<file path="config.mk">
export PLATFORM = sky130hd
export DESIGN_NAME = lsu_data_port
export DESIGN_NICKNAME = d
export VERILOG_FILES = /design/src/rtl/rv32i_lsu_pkg.sv /design/src/rtl/lsu_load_align.sv /design/src/rtl/lsu_data_port.sv
export SDC_FILE = /design/constraint.sdc
export NUM_CORES = 1
export LEC_CHECK = 0
export ABC_AREA = 1
export BUFFER_PORTS_ARGS = -buffer_cell sky130_fd_sc_hd__buf_2
export CORE_MARGIN = 3
export CORE_UTILIZATION = 44
export DETAILED_ROUTE_END_ITERATION = 6
export GPL_TIMING_DRIVEN = 1
export PLACE_DENSITY = 0.85
export SLEW_MARGIN = 20
export SYNTH_ARGS = -nofsm -noshare
export SYNTH_HDL_FRONTEND = slang
export SYNTH_SLANG_ARGS = --single-unit
</file>
<file path="constraint.sdc">
create_clock -name clk -period 1.6 [get_ports clk]
set_clock_uncertainty 0.05 [all_clocks]
set_input_delay 0.24 -clock clk [delete_from_list [all_inputs] [get_ports clk]]
set_output_delay 0.24 -clock clk [all_outputs]
set_load 0.02 [all_outputs]
</file>
<file path="src/rtl/rv32i_lsu_pkg.sv">
// Shared definitions for the RV32I load/store data port: funct3 codes,
// FSM state encoding, timeout default and request legality helpers.
package rv32i_lsu_pkg;

    localparam int unsigned MAX_WAIT_DEFAULT = 16;

    localparam logic [2:0] F3_LB  = 3'b000;
    localparam logic [2:0] F3_LH  = 3'b001;
    localparam logic [2:0] F3_LW  = 3'b010;
    localparam logic [2:0] F3_LBU = 3'b100;
    localparam logic [2:0] F3_LHU = 3'b101;
    localparam logic [2:0] F3_SB  = 3'b000;
    localparam logic [2:0] F3_SH  = 3'b001;
    localparam logic [2:0] F3_SW  = 3'b010;

    typedef enum logic [1:0] {
        ST_IDLE = 2'd0,
        ST_REQ  = 2'd1,
        ST_WAIT = 2'd2,
        ST_DONE = 2'd3
    } lsu_state_e;

    function automatic logic funct3_legal(input logic we, input logic [2:0] f3);
        if (we) begin
            return f3 inside {F3_SB, F3_SH, F3_SW};
        end
        return f3 inside {F3_LB, F3_LH, F3_LW, F3_LBU, F3_LHU};
    endfunction

    // Access size lives in funct3[1:0] for both loads and stores.
    function automatic logic misaligned(input logic [2:0] f3, input logic [1:0] addr_lo);
        case (f3[1:0])
            2'b01:   return addr_lo[0];
            2'b10:   return addr_lo != 2'b00;
            default: return 1'b0;
        endcase
    endfunction

endpackage

</file>
<file path="src/rtl/lsu_load_align.sv">
// Combinational load-data extraction: selects the addressed byte/half from the
// returned word and sign- or zero-extends it according to funct3.
module lsu_load_align
    import rv32i_lsu_pkg::*;
(
    input  logic [2:0]  funct3,
    input  logic [1:0]  addr_lo,
    input  logic [31:0] rdata,
    output logic [31:0] load_data_c
);

    logic [7:0]  byte_sel;
    logic [15:0] half_sel;

    always_comb begin
        byte_sel = rdata[7:0];
        case (addr_lo)
            2'd1:    byte_sel = rdata[15:8];
            2'd2:    byte_sel = rdata[23:16];
            2'd3:    byte_sel = rdata[31:24];
            default: byte_sel = rdata[7:0];
        endcase
        half_sel = addr_lo[1] ? rdata[31:16] : rdata[15:0];

        case (funct3)
            F3_LB:   load_data_c = {{24{byte_sel[7]}}, byte_sel};
            F3_LBU:  load_data_c = {24'h000000, byte_sel};
            F3_LH:   load_data_c = {{16{half_sel[15]}}, half_sel};
            F3_LHU:  load_data_c = {16'h0000, half_sel};
            default: load_data_c = rdata;
        endcase
    end

endmodule

</file>
<file path="src/rtl/lsu_data_port.sv">
// RV32I LSU data port: accepts one access at a time, drives a req/gnt memory
// port and returns a one-cycle response. Define LSU_MISALIGN_CHECK_EN to flag
// misaligned half/word accesses as errors.
module lsu_data_port
    import rv32i_lsu_pkg::*;
#(
    parameter int unsigned MAX_WAIT = MAX_WAIT_DEFAULT
)(
    input  logic        clk,
    input  logic        rst,
    input  logic        req_valid,
    output logic        req_ready,
    input  logic        req_we,
    input  logic [2:0]  req_funct3,
    input  logic [31:0] req_addr,
    input  logic [31:0] req_wdata,
    output logic        mem_req,
    input  logic        mem_gnt,
    output logic [31:0] mem_addr,
    output logic        mem_we,
    output logic [3:0]  mem_be,
    output logic [31:0] mem_wdata,
    input  logic        mem_rvalid,
    input  logic [31:0] mem_rdata,
    output logic        rsp_valid,
    output logic [31:0] rsp_data,
    output logic        rsp_err
);

    localparam int unsigned CNT_W = $clog2(MAX_WAIT + 1);

    lsu_state_e  state_q, state_d;
    logic        we_q, we_d;
    logic [2:0]  funct3_q, funct3_d;
    logic [1:0]  addr_lo_q, addr_lo_d;
    logic        mem_req_q, mem_req_d;
    logic        mem_we_q, mem_we_d;
    logic [3:0]  mem_be_q, mem_be_d;
    logic [31:0] mem_addr_q, mem_addr_d;
    logic [31:0] mem_wdata_q, mem_wdata_d;
    logic        rsp_err_q, rsp_err_d;
    logic [31:0] rsp_data_q, rsp_data_d;
    logic [CNT_W-1:0] cnt_q, cnt_d;

    logic [3:0]  be_c;
    logic [31:0] wdata_c;
    logic        misalign_c;
    logic [31:0] load_data_c;

    lsu_load_align u_load_align (
        .funct3      (funct3_q),
        .addr_lo     (addr_lo_q),
        .rdata       (mem_rdata),
        .load_data_c (load_data_c)
    );

`ifdef LSU_MISALIGN_CHECK_EN
    assign misalign_c = misaligned(req_funct3, req_addr[1:0]);
`else
    assign misalign_c = 1'b0;
`endif

    // Store lane steering from the incoming request.
    always_comb begin
        be_c    = 4'b0000;
        wdata_c = req_wdata;
        case (req_funct3)
            F3_SB: begin
                be_c    = 4'b0001 << req_addr[1:0];
                wdata_c = {4{req_wdata[7:0]}};
            end
            F3_SH: begin
                be_c    = 4'b0011 << {req_addr[1], 1'b0};
                wdata_c = {2{req_wdata[15:0]}};
            end
            F3_SW: begin
                be_c    = 4'b1111;
                wdata_c = req_wdata;
            end
            default: begin
                be_c    = 4'b0000;
                wdata_c = req_wdata;
            end
        endcase
    end

    always_comb begin
        state_d     = state_q;
        we_d        = we_q;
        funct3_d    = funct3_q;
        addr_lo_d   = addr_lo_q;
        mem_req_d   = mem_req_q;
        mem_we_d    = mem_we_q;
        mem_be_d    = mem_be_q;
        mem_addr_d  = mem_addr_q;
        mem_wdata_d = mem_wdata_q;
        rsp_err_d   = rsp_err_q;
        rsp_data_d  = rsp_data_q;
        cnt_d       = cnt_q;

        case (state_q)
            ST_IDLE: begin
                if (req_valid) begin
                    we_d       = req_we;
                    funct3_d   = req_funct3;
                    addr_lo_d  = req_addr[1:0];
                    rsp_data_d = 32'h0000_0000;
                    cnt_d      = '0;
                    if (!funct3_legal(req_we, req_funct3) || misalign_c) begin
                        rsp_err_d = 1'b1;
                        state_d   = ST_DONE;
                    end else begin
                        rsp_err_d   = 1'b0;
                        mem_req_d   = 1'b1;
                        mem_we_d    = req_we;
                        mem_be_d    = req_we ? be_c : 4'b0000;
                        mem_addr_d  = {req_addr[31:2], 2'b00};
                        mem_wdata_d = wdata_c;
                        state_d     = ST_REQ;
                    end
                end
            end
            ST_REQ: begin
                if (mem_gnt) begin
                    mem_req_d = 1'b0;
                    mem_we_d  = 1'b0;
                    mem_be_d  = 4'b0000;
                    cnt_d     = '0;
                    state_d   = we_q ? ST_DONE : ST_WAIT;
                end
            end
            ST_WAIT: begin
                // rvalid on the final allowed cycle still wins over timeout.
                if (mem_rvalid) begin
                    rsp_data_d = load_data_c;
                    state_d    = ST_DONE;
                end else if (cnt_q == CNT_W'(MAX_WAIT - 1)) begin
                    rsp_err_d = 1'b1;
                    state_d   = ST_DONE;
                end else begin
                    cnt_d = cnt_q + CNT_W'(1);
                end
            end
            ST_DONE: begin
                state_d = ST_IDLE;
            end
            default: begin
                state_d = ST_IDLE;
            end
        endcase
    end

    always_ff @(posedge clk) begin
        if (rst) begin
            state_q     <= ST_IDLE;
            we_q        <= 1'b0;
            funct3_q    <= 3'b000;
            addr_lo_q   <= 2'b00;
            mem_req_q   <= 1'b0;
            mem_we_q    <= 1'b0;
            mem_be_q    <= 4'b0000;
            mem_addr_q  <= 32'h0000_0000;
            mem_wdata_q <= 32'h0000_0000;
            rsp_err_q   <= 1'b0;
            rsp_data_q  <= 32'h0000_0000;
            cnt_q       <= '0;
        end else begin
            state_q     <= state_d;
            we_q        <= we_d;
            funct3_q    <= funct3_d;
            addr_lo_q   <= addr_lo_d;
            mem_req_q   <= mem_req_d;
            mem_we_q    <= mem_we_d;
            mem_be_q    <= mem_be_d;
            mem_addr_q  <= mem_addr_d;
            mem_wdata_q <= mem_wdata_d;
            rsp_err_q   <= rsp_err_d;
            rsp_data_q  <= rsp_data_d;
            cnt_q       <= cnt_d;
        end
    end

    assign req_ready = (state_q == ST_IDLE);
    assign rsp_valid = (state_q == ST_DONE);
    assign mem_req   = mem_req_q;
    assign mem_we    = mem_we_q;
    assign mem_be    = mem_be_q;
    assign mem_addr  = mem_addr_q;
    assign mem_wdata = mem_wdata_q;
    assign rsp_err   = rsp_err_q;
    assign rsp_data  = rsp_data_q;

endmodule

</file>
* Word level (Yosys, flattened, before mapping)
Cells that the tools add are included.
** Word-level totals
- Register bits :: 114
- Input bits :: 105
- Output and inout port bits :: 105
- Word-level logic and storage cells :: 96
** Cells by class
- Add/sub/neg operators :: 1
- Equal/unequal tests :: 22
- Shifts and indexed selects :: 2
- Multiplexer cells :: 44
- Reduce and logical (&&, ||, !) cells :: 15
** Operators by type and width (count)
- $pmux W32 S2 :: 2
- $pmux W32 S4 :: 1
- $mux W32 :: 2
- $pmux W8 S3 :: 1
- $mux W5 :: 4
- $mux W1 :: 17
- $mux W16 :: 1
- $mux W4 :: 4
- $pmux W5 S3 :: 1
- $eq A3 B3 Y1 const B :: 4
- $ne A2 B2 Y1 const B :: 6
- $pmux W4 S3 :: 1
- $mux W2 :: 5
- $reduce_and A3 Y1 :: 3
- $eq A2 B2 Y1 const B :: 4
- $pmux W2 S4 :: 1
- $pmux W4 S2 :: 1
- $reduce_and A4 Y1 :: 2
- $eq A3 B1 Y1 const B :: 2
- $logic_not A3 Y1 :: 2
- $pmux W1 S2 :: 3
- $reduce_bool A3 Y1 :: 2
- $add A5 B1 Y5 const B :: 1
- $eq A5 B4 Y1 const B :: 1
- other kinds (11) :: 13

* Longest topological paths before layout
Gate-level depths: netlist of run 1.
- Depth after elaboration :: 9
- Mapped depth :: 10
- Depth with buffers taken out :: 10

* By module
A second synthesis of run 1 with hierarchy kept.
** Unflattened totals
- Cell total of the unflattened synthesis :: 790
- Area, all modules :: 5551.6 um^2
** Modules (own cells, without submodules)
- lsu_data_port :: instances 1, cells an instance 620, area an instance 4628.2 um^2, sequential area each 2282.2 um^2
- lsu_load_align :: instances 1, cells an instance 170, area an instance 923.4 um^2, sequential area each 0.0 um^2

* Worst setup path before layout of run 1
OpenSTA, ideal clock, no wires.
- Path kind :: reg2reg
- From :: register state_q[0]
- To :: register cnt_q[4]
- Setup time :: 0.128 ns
- Arrival time :: 1.616 ns
- Data required time :: 1.422 ns
- Slack :: -0.193 ns
- Cell stages (with the launch flop) :: 11
- Buffers on the path :: 0
- Clock period less this slack :: 1.793 ns
- Path through :: dfxtp_1 > inv_1 > ha_1 > nand2_1 > nand2_1 > inv_1 > nand2_1 > nor2_1 > o21ai_0 > o21ai_0 > nor2_1
** Between the ends
- Longest elaborated chain between the ends :: 3
- Elaborated cells on any way between the ends :: 10
- Those cells by class :: 6 x eq/ne; 1 x mux; 3 x reduce/logical
** Ends and longest elaborated chain
- from (decl) :: RTL line lsu_data_port.sv:32 : lsu_state_e state_q, state_d;
- from (signal assigned) :: RTL line lsu_data_port.sv:168 : state_q <= state_d;
- $logic_not A2 Y1 *
- named net req_ready :: RTL line lsu_data_port.sv:12 : output logic req_ready,
- $ne A2 B2 Y1 (no line) / $reduce_bool A3 Y1 (equally long branches)
- $reduce_and A5 Y1 (no line)
- to (signal assigned) :: RTL line lsu_data_port.sv:179 : cnt_q <= cnt_d;
- to (decl) :: RTL line lsu_data_port.sv:43 : logic [CNT_W-1:0] cnt_q, cnt_d;
Mark *: on every way through the listed nets, which the timed path passes. The rest lies on a longest branch.
A chain may end at the register's enable or synchronous reset.

* Worst setup path after layout of run 1
- From :: register state_q[0]
- To :: output rsp_valid
** Between the ends
- Longest elaborated chain between the ends :: 1
** Ends and longest elaborated chain
- $eq A2 B2 Y1 :: RTL line lsu_data_port.sv:184 : assign rsp_valid = (state_q == ST_DONE);
- to (decl) :: RTL line lsu_data_port.sv:25 : output logic rsp_valid,
Every way passes these cells.

==> results of run 1 <==
[cells by family (layout without fill, tap and decap cells)]
family	count (synthesis)	count (layout)	synth area share, %
AO/OA/AOI/OAI	187	187	18.1
XOR/XNOR	1	1	0.168
adder cells (fa/ha/maj)	6	6	1.44
buffers and inverters	91	319	7.93
flip-flops	114	114	43.7
other	1	2	0.0718
AND/OR/NAND/NOR	365	365	28.5
[cells in the final DEF (no fill, tap or decap), drive strengths merged]
cell / instances
clkinv: 8
xor2: 1
nand4: 4
nor3: 2
a21oi: 75
dfxtp: 114
ha: 6
o21ai: 110
clkbuf: 20
nand2: 166
o21bai: 1
nor2: 150
conb: 2
clkinvlp: 2
buf: 240
a31oi: 1
bufinv: 2
nand3: 41
nor3b: 2
inv: 47
[stage by stage]
step | TNS, ns | instance area (um2) | util (%) | power, mW | hold WS [ns]
floorplan | 0 | 5240 | - | 6.46 | 0.336
global placement | -0.107 | 6510 | 56.5 | 7.75 | 0.398
detailed placement | -3.29 | 6510 | 56.5 | 7.82 | 0.402
CTS | 0 | 7120 | 61.9 | 11.7 | 0.00246
global route | -0.206 | 7240 | 62.9 | 12.6 | 0.00310
finish | 0 | 7240 | 62.9 | 11.9 | 0.0194
[layout make-up]
type	instances	share of cell area (%)
Inverter	47	2.47
Timing Repair Buffer	240	19.0
Clock inverter	12	1.59
Tap cell	143	2.47
Clock buffer	20	6.17
Sequential cell	114	31.6
Multi-Input combinational cell	561	36.7
[final timing paths]
path | startpoint | cells after the start | slack [ns] | to
worst max register to register | cnt_q[1] | 10 | 0.04 | cnt_q[2]
worst max-delay path | state_q[0] | 3 | 0.02 | rsp_valid
worst min register to register | rsp_data[11] | 2 | 0.41 | rsp_data[11]
worst min-delay path | req_addr[8] | 3 | 0.02 | mem_addr[8]
[power by group]
group	total [mW]	internal [mW]	switching (mW)
Clock	3.58	2.30	1.28
Sequential	3.70	3.40	0.298
Combinational	4.57	1.71	2.86
Total	11.9	7.42	4.44
[state kept, by name, summed over array words and instances, names as in the netlist]
name       flops
mem_we         1
mem_be         4
rsp_data      32
we_q           1
addr_lo_q      2
state_q        2
funct3_q       3
mem_addr      30
mem_req        1
mem_wdata     32
rsp_err        1
cnt_q          5
[worst max-delay path, delay by kind of cell, from the launching register on]
kind                     cells  cell delay [ns]
adder cells (fa/ha/maj)      1             0.22
flip-flops                   1             0.36
buffers and inverters        2             0.31
[per-layer routing]
| metal | GRT usage (%) | share of wire, % | vias up |
|---|---|---|---|
| met3 | 8.95 | 10 | 34 |
| met5 | 0 | 0.11 | - |
| met4 | 9.62 | 2.5 | 2 |
| li1 | - | - | 2914 |
| met2 | 36.9 | 47 | 316 |
| met1 | 28.1 | 41 | 2576 |
[repair_timing]
item,4_1_cts,5_1_grt
pin swaps,2,7
endpoints found under the setup margin,41,51
resized for setup,13,35
buffers inserted,0,3
hold buffers,0,0
gates cloned,1,0
==> key figures, run 1 <==
Finish
  – Fin nets: 1092
  – Share of post-route cells with drive strength above 1: about a third
  – Layout overhead on the synthesized area: 38.8%
  – FF/Latch Area: ~0.0023 mm2
  – Area taken by multi-input logic gates: 0.00266 mm2
  – Non-filler cells, final: between 1000 and 1500
  – Fill cells: 1009
  – ANT cells: 0

Logic synthesis
  – Count leader, synth: nand2_1
  – Synth area leaders: dfxtp_1, nand2_1, nor2_1, o21ai_0, a21oi_1
  – Ys flop type: dfxtp_1
  – Commonest cells in the netlist: nand2_1, nor2_1, dfxtp_1
  – EDFF count, synth: 0
  – Post-synthesis register bit count: 114
  – Synth area leader: dfxtp_1
  – Warning count from the yosys run: 0
  – Async S/R FF share, synth: 0%
  – Register area share after synthesis: 43.7%
  – Mapped Cells: 765
  – Synth unique cells: 27
  – Avg Inst Size Synth: 6.82 um2
  – Mapped Area: 0.00522 mm2
  – Synth top area share: between 40% and 50%

Pwr
  – IR drop worst, VDD: 1.05 mV
  – P per Cell Area: 1640 mW/mm2
  – Leak Pwr: 3.58 nW

Worst setup path
  – Crit path kind: reg -> out
  – Critical Path AT: 1.29 ns
  – CP max stage delay: 0.36 ns
  – CP Max Fanout: 4
  – Crit-path cells: buf_4 > ha_1 > buf_2
  – Slowest stage cell, crit path: dfxtp_4
  – Critical path startpoint category: register
  – CP Data Required Time: 1.31 ns
  – Setup crit end kind: output pin

Job
  – # Max-Cap Violations: 0

STA
  – Final Hold Vio Count: 0
  – Period utilization: roughly 99%
  – Setup Viol. Count Final: 0
  – Max Freq: 0.634 GHz
  – Max Slew Vio Count: 0
  – Final min period: 1.58 ns
  – Unrepaired setup endpoints after global routing: yes
  – Final worst slack: 0.0222 ns

Drt
  – First-pass DRT Iterations: 6
  – Vias: between 5000 and 6000
  – Drt drc: 0
  – WL per Instance: approximately 14 um
  – 1st-iter DRT viols: 453
  – Routed wire length: 15900 um
  – Routed Antenna Nets: 0
  – Vias per cell: 5.14

CTS
  – CTS tree: done
  – Root buf cell: clkbuf_16
  – Clock-pin slew on the worst setup and hold paths: 0.05 ns
  – Clock buffer depth: 2
  – CTS buffer count: 17
  – CTS H-tree depth: 4
  – Worst skew pair latency: about 0.4 ns
  – Clock sink count: about 110

Placement
  – PortBufs: 207
  – DP Worst Slack: -0.132 ns
  – HPWL Detailed: 11100 um
  – DP Cell Count: approximately 1100
  – Final Wtd Congestion: 0.925

Floorplanning
  – DIE AREA: 0.0132 mm2
  – Core area: 0.0115 mm2
  – Count of standard-cell rows: 39
  – Die X: about 110 um
  – IO Count: between 200 and 250
  – DIE HEIGHT: ~110 um
  – Initial Util: 45.3%

Global routing
  – Vias in the first global route: approximately 5300
  – Initial antenna violation count: 1
  – Overflow after GRT: 0
  – First-pass GRT wire length: 24600 um
  – All-layer global routing usage: 23.2%
  – Largest net degree at the start of global routing: 72

Run status
  – Run status: finished, final reports clean

Min path
  – Worst min-delay path class: in -> reg
Note: power is estimated with default switching activity, not from simulation.
==> inputs of run 2 (changes only) <==
CORE_ASPECT_RATIO = 1.4   (was default)
==> run 2 against run 1 <==
Effect of this change: the run now ends with negative setup slack left; global-route usage increased by 0.24 points; via count decreased by 0.26%; non-clock buffer count increased by 3; maximum frequency decreased by 1.5%; routed wire length increased by 5.3%; sequential power about the same; first-iteration DRC count decreased by 41%; sequential share of layout area decreased by 0.58 points; core utilization increased by 1.5 points; largest cell class unchanged; highest routed layer is now met4.
==> key figures, run 2 (synthesis results as in run 1) <==
Global routing
  – Vias in the first global route: roughly 5500
  – Largest net degree at the start of global routing: 58
  – First-pass GRT wire length: between 20000 and 30000 um
  – Initial antenna violation count: 0
  – All-layer global routing usage: 23.4%
  – Overflow after GRT: 0

Finish
  – Final Core Density: 64.4%
  – Layout overhead on the synthesized area: 41.2%
  – Most common cell after layout, fill and taps aside: buf_2
  – Fin nets: 1095
  – ANT cells: 0
  – Commonest non-fill, non-tap cells in the layout: buf_2, nand2_1, nor2_1, dfxtp_1, o21ai_0
  – Fill cells: 1009
  – Share of post-route cells with drive strength above 1: 32.3%
  – Final Cell Area: roughly 0.0074 mm2

Floorplanning
  – Core area: 0.0115 mm2
  – IO Count: 210
  – Count of standard-cell rows: 46
  – DIE HEIGHT: 135 um
  – Initial Util: 45.6%
  – DIE AREA: 0.0132 mm2
  – Die X: between 90 and 100 um

Worst setup path
  – CP Max Fanout: 3
  – Setup crit end kind: register
  – Most used cell, CP: ha_4
  – Crit-path cells: ha_4 > nand2_4 > nor2_4 > ha_4 > nor3_1 > nor2_1 > o21ai_0 > a31oi_1
  – R2r setup slk: -0.001 ns
  – Critical Path AT: 1.83 ns
  – Critical path startpoint category: register
  – CP max stage delay: ~0.33 ns
  – Crit path from: cnt_q[1]
  – Worst Reg-to-Reg Cells: 8
  – CP Data Required Time: 1.83 ns
  – RR Startpoint: cnt_q[1]
  – Crit path kind: reg -> reg
  – Slowest stage cell, crit path: dfxtp_2

STA
  – Max Freq: between 0.6 and 0.7 GHz
  – TNS Setup: -0.00124 ns
  – Final worst slack: -0.00124 ns
  – Max Slew Vio Count: 0
  – Final min period: 1.60 ns
  – Unrepaired setup endpoints after global routing: yes
  – Period utilization: 100%
  – Final Hold Vio Count: 0
  – Setup Viol. Count Final: 1

Pwr
  – Leak Pwr: 3.62 nW
  – P per Cell Area: approximately 1600 mW/mm2
  – IR drop worst, VDD: 0.774 mV

CTS
  – CTS buffer count: 17
  – CTS tree: done
  – Clock buffer depth: 2
  – Worst skew pair latency: 0.40 ns
  – CTS H-tree depth: 4
  – Clock-pin slew on the worst setup and hold paths: 0.06 ns
  – Root buf cell: clkbuf_16
  – Clock sink count: 114

Placement
  – HPWL Detailed: roughly 12000 um
  – PortBufs: a little over 200
  – Final Wtd Congestion: 0.899
  – Cell Area, Placed: 0.00652 mm2
  – DP Worst Slack: -0.0878 ns

Drt
  – Routed wire length: 16700 um
  – 1st-iter DRT viols: between 200 and 300
  – First-pass DRT Iterations: 4
  – Vias: 5827
  – Routed Antenna Nets: 0
  – Vias per cell: approximately 5
  – WL per Instance: 14.6 um
  – Drt drc: 0

Min path
  – Worst min-delay path class: in -> reg
  – Hold Crit Start: req_addr[25]
  – Worst hold path depth: 3

Job
  – # Max-Cap Violations: 0

Run status
  – Run status: finished, violations left
  – Failing checks: negative setup slack
[run 2: power by group]
group | internal [mW] | switching, mW
sequential | 3.40 | 0.309
clock | 2.22 | 1.45
combinational | 1.76 | 2.90
[run 2: per-stage QoR]
step / hold WS (ns) / total power [mW] / std cells
after floorplan: 0.336 / 6.46 / 766
after global placement: 0.398 / 7.77 / 1103
after detailed placement: 0.402 / 7.87 / 1103
after CTS: 0.0149 / 11.6 / 1135
after global routing: 0.0214 / 12.7 / 1141
final: 0.0234 / 12.0 / 1141
[run 2: cell type report]
type | instances | area [um2] | share of cell area (%)
flip-flops and latches | 114 | 2290 | 31.1
clock buffers | 18 | 439 | 5.96
clock inverters | 14 | 141 | 1.92
inverters | 47 | 179 | 2.43
multi-input cells | 561 | 2680 | 36.4
well taps | 144 | 180 | 2.44
repair buffers | 243 | 1460 | 19.8
[run 2: worst paths after layout]
check | end
worst max-delay path | state_q[1]
worst min-delay path | mem_addr[25]
worst max register to register | state_q[1]
worst min register to register | rsp_data[28]
[run 2: what timing repair did]
action	CTS	global route
gates resized for setup	9	39
buffers inserted	0	2
endpoints found under the hold margin	0	0
gates cloned	0	4
endpoints found under the setup margin	17	51
hold buffers	0	0
pin swaps	1	7
[run 2: worst max-delay path, delay by kind of cell (launching register included)]
family                     cells  cell delay (ns)
AOI/OAI and AO/OA              2             0.25
adders and majority gates      2             0.33
DFF                            1             0.33
and+or+nand+nor                4             0.51
[run 2: layer usage]
layer  part of all wire, %  vias up  track usage, %
met5                     0        -               0
met2                    51      267            39.8
met4                   3.1        0            11.5
li1                      -     2923               -
met3                   8.9       42            7.34
met1                    37     2595            26.5
==> inputs of run 3 (changes only) <==
CORE_UTILIZATION = 45   (was 44)
SYNTH_HIERARCHICAL = 1   (was default)
==> run 3 against run 2 <==
Effect of this change: the run now ends clean; synthesized area is 6.4% higher; first-iteration DRC count is 25% higher; routed wire length is 3.4% higher; critical endpoint is now rsp_data[16]; highest routed layer unchanged.
==> key figures, run 3 <==
Finish
  – ANT cells: 0
  – Layout overhead on the synthesized area: 36.8%
  – Share of post-route cells with drive strength above 1: around 33%
  – Fill cells: 1050
  – Commonest non-fill, non-tap cells in the layout: buf_2, nand2_1, nor2_1, dfxtp_1, a21oi_1
  – Fin nets: 1119
  – Final Core Density: 63.6%
  – Non-filler cells, final: 1167
  – Most common cell after layout, fill and taps aside: buf_2

Worst setup path
  – Worst Path Buf+Inv: 3
  – Crit-path cells: inv_2 > ha_2 > inv_1 > o21ai_2 > o21ai_2 > buf_12 > nand2_1 > a21oi_1
  – CP Data Required Time: 1.81 ns
  – CP max stage delay: approximately 0.32 ns
  – Setup crit end kind: register
  – CP top delay family: buffers and inverters
  – Most used cell, CP: o21ai_2
  – Slowest stage cell, crit path: dfxtp_2
  – Critical Path AT: 1.79 ns
  – Crit path kind: reg -> reg
  – CP Max Fanout: 32
  – Critical path startpoint category: register

Min path
  – Worst min-delay path class: in -> reg

CTS
  – Clock-pin slew on the worst setup and hold paths: 0.05 ns
  – CTS buffer count: 17
  – Hold-fix buffers at CTS: 0
  – CTS H-tree depth: 4
  – Clock sink count: 114
  – Clock buffer depth: 2
  – CTS tree: done
  – Worst skew pair latency: 0.40 ns
  – Root buf cell: clkbuf_16

Pwr
  – IR drop worst, VDD: between 0.9 and 1 mV
  – Leak Pwr: 3.67 nW
  – P per Cell Area: 1680 mW/mm2

Global routing
  – First-pass GRT wire length: 26900 um
  – Largest net degree at the start of global routing: 45
  – All-layer global routing usage: 24.5%
  – Overflow after GRT: 0
  – Vias in the first global route: 5793
  – Initial antenna violation count: 0

Logic synthesis
  – Commonest cells in the netlist: nand2_1, nor2_1, dfxtp_1
  – Proportion of synthesized area in mux cells: 0%
  – Register area share after synthesis: 41.1%
  – Synth top area share: approximately two fifths
  – Synth Area in Adders: between 1.5 and 2%
  – Compound-Gate Fraction of Synth Area: 17.0%
  – Mapped Cells: 790
  – Async S/R FF share, synth: 0%
  – Post-Synth Simple-Gate Area: a little under a third
  – XOR/XNOR share of the synthesized area: 0.158%
  – Avg Inst Size Synth: between 7 and 8 um2
  – Synth unique cells: 38
  – EDFF count, synth: 0
  – Count leader, synth: nand2_1
  – Post-synthesis register bit count: 114
  – Synth area leaders: dfxtp_1, nand2_1, nor2_1, o21ai_0, a21oi_1
  – Largest family of logic cells by synthesized area: simple AND/OR/NAND/NOR gates
  – Synth area leader: dfxtp_1
  – Ys flop type: dfxtp_1
  – Mapped Area: around 0.0056 mm2
  – Warning count from the yosys run: 6

Drt
  – Drt drc: 0
  – Routed Antenna Nets: 0
  – First-pass DRT Iterations: 5
  – WL per Instance: 14.8 um
  – 1st-iter DRT viols: 334
  – Vias: 6167
  – Routed wire length: 17300 um
  – Vias per cell: 5.28

STA
  – Final Hold Vio Count: 0
  – Period utilization: 98.9%
  – Unrepaired setup endpoints after global routing: yes
  – Max Freq: 0.632 GHz
  – Final min period: 1.58 ns
  – Setup Viol. Count Final: 0
  – Max Slew Vio Count: 0
  – Final worst slack: 0.0183 ns

Floorplanning
  – Initial Util: 46.5%
  – DIE HEIGHT: 137 um
  – IO Count: 210
  – Core area: 0.0119 mm2
  – Count of standard-cell rows: 47
  – DIE AREA: 0.0137 mm2
  – Die X: 99.9 um

Placement
  – DP Cell Count: approximately 1100
  – HPWL Detailed: 12400 um
  – PortBufs: 207
  – Final Wtd Congestion: between 0.8 and 0.9
  – DP Worst Slack: -0.102 ns

Job
  – # Max-Cap Violations: 0

Run status
  – Run status: finished, final reports clean
## run 3: worst register-to-register path, cell delays in order, from the launching register on
cell and delay [ns]:
dfxtp_2 0.32, inv_2 0.08, ha_2 0.24, inv_1 0.13
o21ai_2 0.20, o21ai_2 0.10, buf_12 0.17, nand2_1 0.09
a21oi_1 0.06
## run 3: logic make-up (layout without fill, tap and decap cells)
family	after synthesis	count (layout)
simple gates	399	400
flops	114	114
xor+xnor	1	1
compound gates	182	182
fa+ha+maj	7	7
buf+inv	86	314
other cells	1	2
## run 3: final timing paths
path / from / to / slack (ns) / cells after the start
worst min-delay path: req_addr[7] / mem_addr[7] / 0.02 / 3
worst max register to register: state_q[0] / rsp_data[16] / 0.02 / 8
worst max-delay path: state_q[0] / rsp_data[16] / 0.02 / 8
worst min register to register: rsp_data[8] / rsp_data[8] / 0.40 / 2
## run 3: timing repair
item,4_1_cts,5_1_grt
pin swaps,3,6
endpoints found under the setup margin,70,87
setup buffers,0,3
gates cloned,0,1
resized for setup,14,59
## run 3: stage by stage
stage	hold WS, ns	setup TNS [ns]	cell area [um2]	power (mW)
final	0.0224	0	7600	12.8
after global routing	0.0338	-2.47	7600	13.6
after CTS	0.0173	0	7460	12.5
after detailed placement	0.399	-3.29	6790	8.37
after global placement	0.394	-0.0186	6790	8.27
after floorplan	0.333	0	5560	6.97
## run 3: cell type report
class                   instances  area [um2]  share of cell area [%]
flip-flops and latches        114        2290                    30.2
inverters                      37         154                    2.03
repair buffers                245        1420                    18.7
well taps                     147         184                    2.42
clock inverters                12         180                    2.37
multi-input cells             592        2920                    38.5
clock buffers                  20         447                    5.88
## run 3: power breakdown
group          total (mW)  leakage, nW  switching [mW]  internal, mW
Combinational        5.03         2.43            3.15          1.89
Sequential           3.72        0.934           0.338          3.38
Clock                4.01        0.301            1.36          2.66
## run 3: metal layers
| layer | vias to the layer above | routed length [um] | global-route usage [%] |
|---|---|---|---|
| met5 | - | 0 | 0 |
| met4 | 0 | 679 | 14.3 |
| met3 | 50 | 1590 | 6.84 |
| met2 | 287 | 8650 | 43.8 |
| met1 | 2809 | 6340 | 25.2 |
| li1 | 3021 | - | - |
